--- src/rtl/alu_arbiter_pkg.sv ---
// Shared definitions for the two-requester ALU arbiter: FSM state
// encoding and the ALU operation codes used by the block and its bench.
package alu_arbiter_pkg;

  typedef enum logic [1:0] {
    IDLE = 2'd0,
    EXEC = 2'd1,
    RESP = 2'd2
  } state_t;

  // ALU operation codes, passed through to the shared ALU untouched.
  localparam logic [4:0] OP_AND = 5'b00000;
  localparam logic [4:0] OP_OR  = 5'b00001;
  localparam logic [4:0] OP_SLL = 5'b00010;
  localparam logic [4:0] OP_SRL = 5'b00011;
  localparam logic [4:0] OP_ADD = 5'b00100;
  localparam logic [4:0] OP_SUB = 5'b00101;
  localparam logic [4:0] OP_BEQ = 5'b01101;

  // Requester index carried by a one-hot two-way grant.
  function automatic logic grant_to_id(input logic [1:0] grant);
    return grant[1];
  endfunction

endpackage

--- src/rtl/alu_arbiter_rr_arb2.sv ---
// Two-way arbiter producing a one-hot grant.
// Default build: round-robin with a last-grant pointer that moves only when
// a grant is issued while enabled; after reset requester 0 wins a tie.
// With ALU_ARB_FIXED_PRIO_EN defined: fixed priority, requester 0 wins ties,
// and no pointer state exists.
module rr_arb2 (
  input  logic       clk,
  input  logic       rst,
  input  logic       valid0,
  input  logic       valid1,
  input  logic       en,
  output logic [1:0] grant
);

`ifdef ALU_ARB_FIXED_PRIO_EN

  // Clock and reset are not needed without pointer state.
  logic unused_clk_rst;
  assign unused_clk_rst = clk ^ rst;

  // Fixed priority: requester 0 first.
  always_comb begin
    grant = 2'b00;
    if (en) begin
      if (valid0)      grant = 2'b01;
      else if (valid1) grant = 2'b10;
    end
  end

`else

  // 1 = requester 1 was granted most recently.
  logic last_reg;

  // Round-robin: on a tie grant the requester that did not win last time.
  always_comb begin
    grant = 2'b00;
    if (en) begin
      if (valid0 && valid1) grant = last_reg ? 2'b01 : 2'b10;
      else if (valid0)      grant = 2'b01;
      else if (valid1)      grant = 2'b10;
    end
  end

  // Pointer follows each issued grant; reset favours requester 0.
  always_ff @(posedge clk or posedge rst) begin
    if (rst) begin
      last_reg <= 1'b1;
    end else if (en && (grant != 2'b00)) begin
      last_reg <= grant[1];
    end
  end

`endif

endmodule

--- src/rtl/alu_arbiter.sv ---
// Shares one combinational ALU between two requesters.
// IDLE accepts one request (combinational ready), EXEC drives the ALU and
// captures its result, RESP holds the response until it is taken.
// Optional build macro: ALU_ARB_FIXED_PRIO_EN selects fixed-priority
// arbitration instead of round-robin.
// DATA_W is only supported at 32.
module alu_arbiter
  import alu_arbiter_pkg::*;
#(
  parameter int DATA_W = 32,
  parameter int OP_W   = 5
) (
  input  logic              clk,
  input  logic              rst,
  input  logic              req0_valid,
  input  logic [OP_W-1:0]   req0_op,
  input  logic [DATA_W-1:0] req0_a,
  input  logic [DATA_W-1:0] req0_b,
  input  logic [4:0]        req0_shamt,
  output logic              req0_ready,
  input  logic              req1_valid,
  input  logic [OP_W-1:0]   req1_op,
  input  logic [DATA_W-1:0] req1_a,
  input  logic [DATA_W-1:0] req1_b,
  input  logic [4:0]        req1_shamt,
  output logic              req1_ready,
  output logic [OP_W-1:0]   alu_op,
  output logic [DATA_W-1:0] alu_in1,
  output logic [DATA_W-1:0] alu_in2,
  output logic [4:0]        alu_shamt,
  input  logic [DATA_W-1:0] alu_data_out,
  input  logic              alu_zero,
  output logic              rsp_valid,
  input  logic              rsp_ready,
  output logic [DATA_W-1:0] rsp_data,
  output logic              rsp_zero,
  output logic              rsp_id
);

  state_t state_reg, state_next;

  logic [OP_W-1:0]   op_reg;
  logic [DATA_W-1:0] a_reg;
  logic [DATA_W-1:0] b_reg;
  logic [4:0]        shamt_reg;
  logic              id_reg;
  logic [DATA_W-1:0] data_reg;
  logic              zero_reg;

  logic              arb_en;
  logic [1:0]        grant;
  logic [1:0]        ready_vec;
  logic              accept;
  logic              sel_id;

  // Ready is withheld while reset is asserted even though the state is IDLE.
  assign arb_en = (state_reg == IDLE) && !rst;

  rr_arb2 u_arb (
    .clk    (clk),
    .rst    (rst),
    .valid0 (req0_valid),
    .valid1 (req1_valid),
    .en     (arb_en),
    .grant  (grant)
  );

  genvar gi;
  generate
    for (gi = 0; gi < 2; gi++) begin : g_ready
      assign ready_vec[gi] = arb_en & grant[gi];
    end
  endgenerate

  assign req0_ready = ready_vec[0];
  assign req1_ready = ready_vec[1];
  assign accept     = |ready_vec;
  assign sel_id     = grant_to_id(grant);

  // Next-state and ALU/response outputs; ALU bus is zero outside EXEC.
  always_comb begin
    state_next = state_reg;
    alu_op     = '0;
    alu_in1    = '0;
    alu_in2    = '0;
    alu_shamt  = '0;
    rsp_valid  = 1'b0;
    case (state_reg)
      IDLE: begin
        if (accept) state_next = EXEC;
      end
      EXEC: begin
        alu_op     = op_reg;
        alu_in1    = a_reg;
        alu_in2    = b_reg;
        alu_shamt  = shamt_reg;
        state_next = RESP;
      end
      RESP: begin
        rsp_valid = 1'b1;
        if (rsp_ready) state_next = IDLE;
      end
      default: state_next = IDLE;
    endcase
  end

  // State register; reset discards any in-flight operation.
  always_ff @(posedge clk or posedge rst) begin
    if (rst) state_reg <= IDLE;
    else     state_reg <= state_next;
  end

  // Latch the granted requester's operation on acceptance.
  always_ff @(posedge clk or posedge rst) begin
    if (rst) begin
      op_reg    <= '0;
      a_reg     <= '0;
      b_reg     <= '0;
      shamt_reg <= '0;
      id_reg    <= 1'b0;
    end else if (accept) begin
      op_reg    <= sel_id ? req1_op    : req0_op;
      a_reg     <= sel_id ? req1_a     : req0_a;
      b_reg     <= sel_id ? req1_b     : req0_b;
      shamt_reg <= sel_id ? req1_shamt : req0_shamt;
      id_reg    <= sel_id;
    end
  end

  // Capture the ALU result at the end of EXEC; held through RESP.
  always_ff @(posedge clk or posedge rst) begin
    if (rst) begin
      data_reg <= '0;
      zero_reg <= 1'b0;
    end else if (state_reg == EXEC) begin
      data_reg <= alu_data_out;
      zero_reg <= alu_zero;
    end
  end

  assign rsp_data = data_reg;
  assign rsp_zero = zero_reg;
  assign rsp_id   = id_reg;

endmodule

--- config.mk ---
export PLATFORM = sky130hd
export DESIGN_NAME = alu_arbiter
export DESIGN_NICKNAME = d
export VERILOG_FILES = /design/src/rtl/alu_arbiter_pkg.sv /design/src/rtl/alu_arbiter_rr_arb2.sv /design/src/rtl/alu_arbiter.sv
export SDC_FILE = /design/constraint.sdc
export NUM_CORES = 1
export LEC_CHECK = 0
export BUFFER_PORTS_ARGS = -buffer_cell sky130_fd_sc_hd__buf_2
export CAP_MARGIN = 25
export CORE_ASPECT_RATIO = 1.1
export CORE_MARGIN = 10
export CORE_UTILIZATION = 46
export DETAILED_ROUTE_END_ITERATION = 8
export PLACE_DENSITY = 0.79
export SLEW_MARGIN = 20
export SYNTH_ARGS = -nofsm -noshare
export SYNTH_HDL_FRONTEND = slang
export SYNTH_SLANG_ARGS = --single-unit
--- constraint.sdc ---
create_clock -name clk -period 3.5 [get_ports clk]
set_clock_uncertainty 0.05 [all_clocks]
set_input_delay 0.175 -clock clk [delete_from_list [all_inputs] [get_ports clk]]
set_output_delay 0.175 -clock clk [all_outputs]
set_load 0.01 [all_outputs]
== Word-level counts from Yosys, hierarchy flattened ==
Cells that the tools add are included.
Operators by class
  multiplexer cells: 17
  eq/ne operators: 4
  bitwise operators: 2
  reductions and logical operators: 8
Operators by type and width (count)
  32-bit 2-to-1 mux: 4
  5-bit 2-to-1 mux: 4
  2-bit 2-to-1 mux: 7
  2-bit case mux with 3 select lines: 1
  2-bit != test (second input constant): 2
  1-bit logical AND: 3
  1-bit bitwise AND: 2
  2-bit by 1-bit == test with 1-bit output (second input constant): 1
  2-bit == test (second input constant): 1
  2-bit logical NOT: 1
  2-bit AND reduction: 1
  2-bit nonzero test: 1
  2-bit OR reduction: 1
  1-bit logical NOT: 1
  1-bit 2-to-1 mux: 1
Word-level totals
  register bits: 111
  bits of input ports: 186
  word-level logic and storage cells: 40

== Logic depth before layout (Yosys ltp) ==
Gate-level depths: netlist of run 1.
  depth in word-level cells: 8
  mapped depth: 5
  gate-level depth less buffers: 3

== Modules after synthesis ==
Synthesis of run 1 repeated with hierarchy kept, for this count alone.
Unflattened totals
  cells, all modules: 413
  area total of the unflattened synthesis: 5851.9 um^2
By module, submodules not included
  alu_arbiter: cells each 404, instances 1, seq. area each 2752.6 um^2, area an instance 5785.5 um^2
  rr_arb2: cells each 9, instances 1, seq. area each 26.3 um^2, area an instance 66.3 um^2

== Worst setup path after synthesis of run 1 ==
No wires, ideal clock.
  path type: reg-to-reg
  start point: register state_reg[0]
  end point: register a_reg[0]
  stages on the path, launching flop included: 6
  library setup time: 130 ps
  data required time: 3320 ps
  path buffers: 2
  arrival: 1274 ps
  clock period less this slack: 1453 ps
  path slack: 2047 ps
  cell sequence: dfrtp_1 or3_4 buf_6 buf_6 o21ai_1 a31oi_1
Between the ends
  word-level cells in the longest chain between the ends: 5
  elaborated cells between the ends (all ways): 7
  classes of those cells: mux: 2; bitwise: 2; reduce/logical: 3
RTL lines
  start: declaration: line alu_arbiter.sv:40  | state_t state_reg, state_next;
  start signal: assignment: line alu_arbiter.sv:110  | else state_reg <= state_next;
  2-bit logical NOT (*): line alu_arbiter.sv:57  | assign arb_en = (state_reg == IDLE) && !rst;
  1-bit logical AND (*): line alu_arbiter.sv:57
  2-bit 2-to-1 mux: line alu_arbiter_rr_arb2.sv:38  | if (en) begin
  1-bit bitwise AND: line alu_arbiter.sv:71  | assign ready_vec[gi] = arb_en & grant[gi];
  2-bit OR reduction: line alu_arbiter.sv:77  | assign accept = |ready_vec;
  end signal: assignment: line alu_arbiter.sv:123  | a_reg <= sel_id ? req1_a : req0_a;
  end: declaration: line alu_arbiter.sv:43  | logic [DATA_W-1:0] a_reg;
Every way passes the cells marked *; elsewhere a longest branch is shown, timed or not.
A chain may end at the register's enable or synchronous reset.

== Worst setup path in the final report of run 1 ==
  start point: register state_reg[1]
  end point: output port req0_ready
Between the ends
  word-level cells in the longest chain between the ends: 4
RTL lines
  2-bit logical NOT (*): line alu_arbiter.sv:57
  1-bit logical AND (*): line alu_arbiter.sv:57
  2-bit 2-to-1 mux: line alu_arbiter_rr_arb2.sv:38
  1-bit bitwise AND (*): line alu_arbiter.sv:71
  end: declaration: line alu_arbiter.sv:20  | output logic req0_ready,
Marks and branches as above.

==> flow_summary_export.csv, run 1 <==
group,metric,value,unit
outcome,status,"complete, but fails checks",
outcome,violations,"hold timing",
sta,rsz0062_at_grt,"false",
sta,hold_viol,10,
synthesis,netlist_instances,599,
cts,cts_sinks,111,
synthesis,synth_seq_area_share,48.90,%
sta,min_period,2.257,ns
power,p_leak,3.575,nW
hold_path,min_path_type,"input port to async pin",
cts,clkTransAtPathRegs,0.08,ns
route,drc,0,
worst_setup_path,critPathMaxStageDelay,0.49,ns
cts,cts_buffer_depth,2,
synthesis,yosysUniqueCellTypes,23,
route,avgRoutedWirePerCell,19.89,µm
finish,final_util,63.32,%
placed_design,hpwl,14060,µm
placed_design,dpl_cell_area,0.007131,mm²
cts,clock_latency,0.35,ns
power,power_density,685.7,mW/mm²
grt,gr-total-overflow,0,
worst_setup_path,end_kind,"output pin",
worst_setup_path,path_buf_inv,3,
grt,grt_max_degree,150,
placed_design,portBuffers,296,
sta,setup_tns,0,ns
placed_design,gp_congestion,0.8146,
floorplanning,die_w,126.0,µm
worst_setup_path,critPathArrivalTime,2.03,ns
worst_setup_path,critPathKind,"flop to output pin",
sta,setup_viol,0,
cts,numCtsBuffers,9,
finish,final_area,0.007654,mm²
cts,post_cts_buffers,0,
grt,track_usage,22.97,%
cts,cts-hold-fix-buffers,21,
placed_design,place_inst,991,
route,first_iter_violations,607,
floorplanning,core_area,0.01209,mm²
cts,htreeDepth,3,
finish,drive_gt1_share,41.76,%
floorplanning,initial_core_util,47.02,%
finish,fin_cells,1033,
power,seqPwrFrac,41.4,%
floorplanning,design.die.area,0.01721,mm²
sta,final_max_slew_viol_count,0,
power,clkPwrFrac,19.7,%
route,vias_per_cell,5.679,
floorplanning,io_pins,297,
sta,tightest_slew,0.8565,ns
run,maxCapViolCount,0,
grt,first_global_vias,5918,
sta,fmax,0.4431,GHz
power,p_int,3.276,mW
route,vias,5866,
worst_setup_path,path_max_fanout,149,
worst_setup_path,cp_slowest_cell,"buf_12",
synthesis,synth_fp_nets,785,
finish,final_common_cell,"buf_2",
power,sw_frac_of_total,37.58,%
route,ant_nets,0,
power,ir_drop,0.3804,mV
floorplanning,fp.dieH,136.6,µm
finish,final_cell_mix,"buf_2, dfrtp_1, nand3_1",
synthesis,synth_warnings,0,
worst_setup_path,required,3.27,ns
synthesis,avgSynthCellArea,9.487,µm²
synthesis,synthesis.area,0.005683,mm²
grt,grt_pass1_wl,32420,µm
sta,hold_slack,-0.01871,ns
cts,cts_tree,"done",
worst_setup_path,crit_path_cell_trace,"nor3_4 > buf_12 > nand3_1 > inv_1 > buf_2",
power,switchingPower,1.972,mW
power,combPwrFrac,38.8,%
route,route.final.wire_length,20550,µm
floorplanning,rows,42,
finish,area_growth,34.68,%
worst_setup_path,start_kind,"flop",
sta,finalCritPeriodShare,64.48,%
cts,post_cts_resized,0,
grt,antenna_found_initial,5,
synthesis,ys_ff_latch,111,
finish,final_net_count,1055,
cts,clock-root-buffer,"clkbuf_16",
route,firstDrtPassIters,5,
worst_setup_path,cp_top_family,"buffers and inverters",
sta,relSlewSlack,42.90,%
path summary, 6_finish.rpt:
check / start / end / slack (ns) / cells after the start
setup / recovery: state_reg[1]$_DFFE_PP0P_ / req0_ready / 1.24 / 5
max in group asynchronous: rst / a_reg[12]$_DFFE_PP0P_ / 2.58 / 3
setup reg to reg: u_arb.last_reg$_DFFE_PP1P_ / shamt_reg[4]$_DFFE_PP0P_ / 1.29 / 4
hold reg to reg: rsp_data[16]$_DFFE_PP0N_ / rsp_data[16]$_DFFE_PP0N_ / 0.45 / 1
hold / removal: rst / a_reg[25]$_DFFE_PP0P_ / -0.02 / 2
min in group clk: alu_data_out[21] / rsp_data[21]$_DFFE_PP0N_ / 0.01 / 2
layout make-up:
cell class              instances  area [µm²]
repair buffers                327        1817
flip-flops and latches        111        2779
fillers                      1025        4433
clock buffers                   9       225.2
multi-input cells             417        2539
clock inverters                 7       75.07
inverters                       3       13.76
well taps                     154       192.7
diodes                          5       12.51
power groups by stage:
stage	combinational, mW	clock, mW	sequential, mW
floorplan	1.23	0	2.21
detailed placement	2.03	0	2.18
CTS	2.05	1.05	2.17
global placement	1.99	0	2.14
finish	2.04	1.04	2.18
global route	2.24	1.10	2.24
through the flow:
stage | setup WS [ns] | total power [mW] | hold WS, ns
final | 1.243 | 5.248 | -0.01871
after global routing | 1.071 | 5.583 | 0.006290
after CTS | 1.198 | 5.266 | 0.0009184
after detailed placement | 1.336 | 4.213 | 0.3620
after global placement | 1.443 | 4.133 | 0.3563
after floorplan | 0.3460 | 3.439 | 0.2766
logic make-up (layout without fill, tap and decap cells):
logic type | Yosys count | in the layout | synth area share (%)
other | 0 | 5 | 0
flip-flops | 111 | 111 | 48.90
AO/OA/AOI/OAI | 227 | 227 | 21.88
multiplexers | 33 | 33 | 6.539
AND/OR/NAND/NOR | 157 | 157 | 15.90
buffers and inverters | 71 | 346 | 6.781
synth_stat cells, drive strengths merged:
library cell	count	area, µm²
dfrtp	110	2753
and2	75	469.2
nand3	75	375.4
a21oi	74	370.4
a31oi	74	462.9
o21ai	74	370.4
buf	47	295.3
mux2	33	371.6
clkbuf	21	78.83
a21o	3	22.52
inv	3	11.26
nor2b	2	12.51
a21bo	1	10.01
a21boi	1	7.510
dfstp	1	26.28
nand2b	1	6.260
nor2	1	6.260
nor3	1	16.27
or2	1	6.260
or3	1	11.26
per-layer routing:
metal	track usage, %	share of wire (%)	vias up
met5	0	0	-
met4	11.58	3.4	0
met3	5.186	7.9	46
met2	38.46	51	264
met1	27.31	38	2839
li1	-	-	2717
(Power assumes the default switching activity.)
==> run 2: changes to the inputs <==
==> constraint.sdc (replaced) <==
create_clock -name clk -period 2.1 [get_ports clk]
set_clock_uncertainty 0.05 [all_clocks]
set_input_delay 0.105 -clock clk [delete_from_list [all_inputs] [get_ports clk]]
set_output_delay 0.105 -clock clk [all_outputs]
set_load 0.01 [all_outputs]
==> run 2 against run 1 <==
The flow now finishes without violations; critical path depth stayed put; die area stayed put; routed wire length is 32% higher; combinational power is 94% higher; hold slack better by 0.025 ns; non-clock buffer count is 160 higher; sequential cell count stayed put; count of clock-buffer cells in the layout is 2 higher; sequential power is 70% higher; setup slack worse by 1.2 ns; cell area is 22% higher.
==> flow_summary_export.csv, run 2 (synthesis results as in run 1) <==
group,metric,value,unit
grt,grt_max_degree,84,
finish,fillers,751,
worst_setup_path,critPathMaxStageDelay,0.60,ns
grt,grt_pass1_wl,41400,µm
hold_path,min_path_type,"input port to flop",
finish,drive_gt1_share,35.85,%
cts,cts_buffer_depth,2,
floorplanning,initial_core_util,47.02,%
power,clkPwrFrac,18.6,%
finish,final_cell_mix,"buf_2, dlygate4sd3_1, dfrtp_1",
finish,final_common_cell,"buf_2",
route,vias,7175,
worst_setup_path,critPathKind,"input port to output pin",
sta,tightest_slew,0.8477,ns
route,route.final.wire_length,27110,µm
grt,track_usage,29.89,%
sta,hold_viol,0,
sta,hold_slack,0.006172,ns
sta,final_max_slew_viol_count,0,
route,firstDrtPassIters,6,
floorplanning,rows,42,
finish,seqCellArea,0.002779,mm²
floorplanning,io_pins,297,
power,combPwrFrac,42.0,%
grt,antenna_found_initial,8,
floorplanning,design.die.area,0.01721,mm²
sta,fmax,0.4944,GHz
cts,post_cts_resized,0,
power,ir_drop,0.6731,mV
worst_setup_path,path_common_cell,"buf_2",
cts,clock-root-buffer,"clkbuf_16",
sta,setup_tns,0,ns
power,seqPwrFrac,39.4,%
finish,final_net_count,1216,
power,switchingPower,3.653,mW
worst_setup_path,start_kind,"input port",
worst_setup_path,cp_top_family,"buffers and inverters",
power,power_density,1010,mW/mm²
sta,min_period,2.023,ns
sta,relSlewSlack,43.49,%
cts,clkTransAtPathRegs,0.08,ns
power,p_leak,4.263,nW
sta,rsz0062_at_grt,"false",
sta,finalCritPeriodShare,96.31,%
cts,clock_latency,0.34,ns
run,maxCapViolCount,0,
power,sw_frac_of_total,38.77,%
cts,cts_tree,"done",
floorplanning,die_w,126.0,µm
power,p_total,9.422,mW
grt,first_global_vias,7309,
placed_design,gp_congestion,0.8393,
cts,htreeDepth,3,
route,vias_per_cell,5.974,
placed_design,hpwl,14240,µm
cts,cts_sinks,111,
worst_setup_path,regToRegSetupSlack,0.13,ns
cts,numCtsBuffers,9,
route,avgRoutedWirePerCell,22.57,µm
outcome,status,"complete, no violations",
placed_design,portBuffers,296,
route,ant_nets,0,
power,p_int,5.769,mW
cts,post_cts_buffers,0,
worst_setup_path,end_kind,"output pin",
finish,area_growth,64.16,%
route,first_iter_violations,1123,
worst_setup_path,required,1.95,ns
worst_setup_path,path_buf_inv,3,
floorplanning,fp.dieH,136.6,µm
worst_setup_path,path_max_fanout,38,
finish,multi_input_area,0.002546,mm²
sta,setup_viol,0,
floorplanning,core_area,0.01209,mm²
worst_setup_path,cp_slowest_cell,"or3_4",
worst_setup_path,crit_path_cell_trace,"dlygate4sd3_1 > buf_2 > or3_4 > nor2_2 > buf_2",
worst_setup_path,critPathArrivalTime,1.87,ns
grt,gr-total-overflow,0,
route,drc,0,
[run 2: changes by cell type in the layout (fill, tap and decap cells not counted)]
cell / delta
clkinv_8: -2
diode_2: +7
dlygate4sd3_1: +155
clkbuf_8: +2
inv_4: -1
buf_12: +5
clkinvlp_4: +2
or3_2: +1
clkinv_2: -1
[run 2: what timing repair did]
action / in CTS / in global routing
endpoints found under the hold margin: 217 / 0
endpoints found under the setup margin: 1 / 0
hold buffers: 176 / 0
[run 2: path summary, 6_finish.rpt]
path                                     startpoint                          to  cells past startpoint
max in group asynchronous                       rst  u_arb.last_reg$_DFFE_PP1P_                      4
setup / recovery                                rst                  req1_ready                      5
setup reg to reg           state_reg[0]$_DFFE_PP0P_        a_reg[2]$_DFFE_PP0P_                      3
hold / removal                           req0_b[24]       b_reg[24]$_DFFE_PP0P_                      3
hold reg to reg            rsp_data[29]$_DFFE_PP0N_    rsp_data[29]$_DFFE_PP0N_                      1
min in group asynchronous                       rst        b_reg[9]$_DFFE_PP0P_                      4
[run 2: power groups by stage]
stage / clock network [mW] / registers, mW / logic, mW
detailed placement: 0 / 3.63 / 3.48
floorplan: 0 / 3.69 / 2.05
global route: 1.85 / 3.79 / 4.23
global placement: 0 / 3.57 / 3.42
finish: 1.75 / 3.71 / 3.96
CTS: 1.76 / 3.60 / 3.77
[run 2: metrics by stage]
stage	utilization, %	std cells	worst slack, ns	area, µm²
6_report	77.18	1201	0.07742	9329
3_5_place_dp	59.83	996	0.3487	7232
2_1_floorplan	-	599	0.6024	5687
4_1_cts	76.94	1189	0.1032	9299
5_1_grt	77.10	1197	0.006090	9319
3_3_place_gp	59.83	996	0.3857	7232
[run 2: worst reg2reg max path: cells and delay by family, from the launching register on]
family	cells	cell delay [ns]
and+or+nand+nor	1	0.88
AOI/OAI and AO/OA	2	0.47
DFF	1	0.46
[run 2: area by class of cell]
type	instances	area share (%)
Timing Repair Buffer	487	37.18
Sequential cell	111	29.79
Multi-Input combinational cell	418	27.29
Clock buffer	11	2.709
Tap cell	154	2.065
Clock inverter	5	0.4828
Antenna cell	12	0.3219
Inverter	3	0.1609
[run 2: metal layers]
layer | track usage, % | wire [µm] | vias up
li1 | - | - | 3045
met1 | 32.42 | 8994 | 3343
met2 | 51.96 | 13560 | 635
met3 | 7.469 | 2839 | 152
met4 | 17.91 | 1711 | 0
met5 | 0 | 0 | -
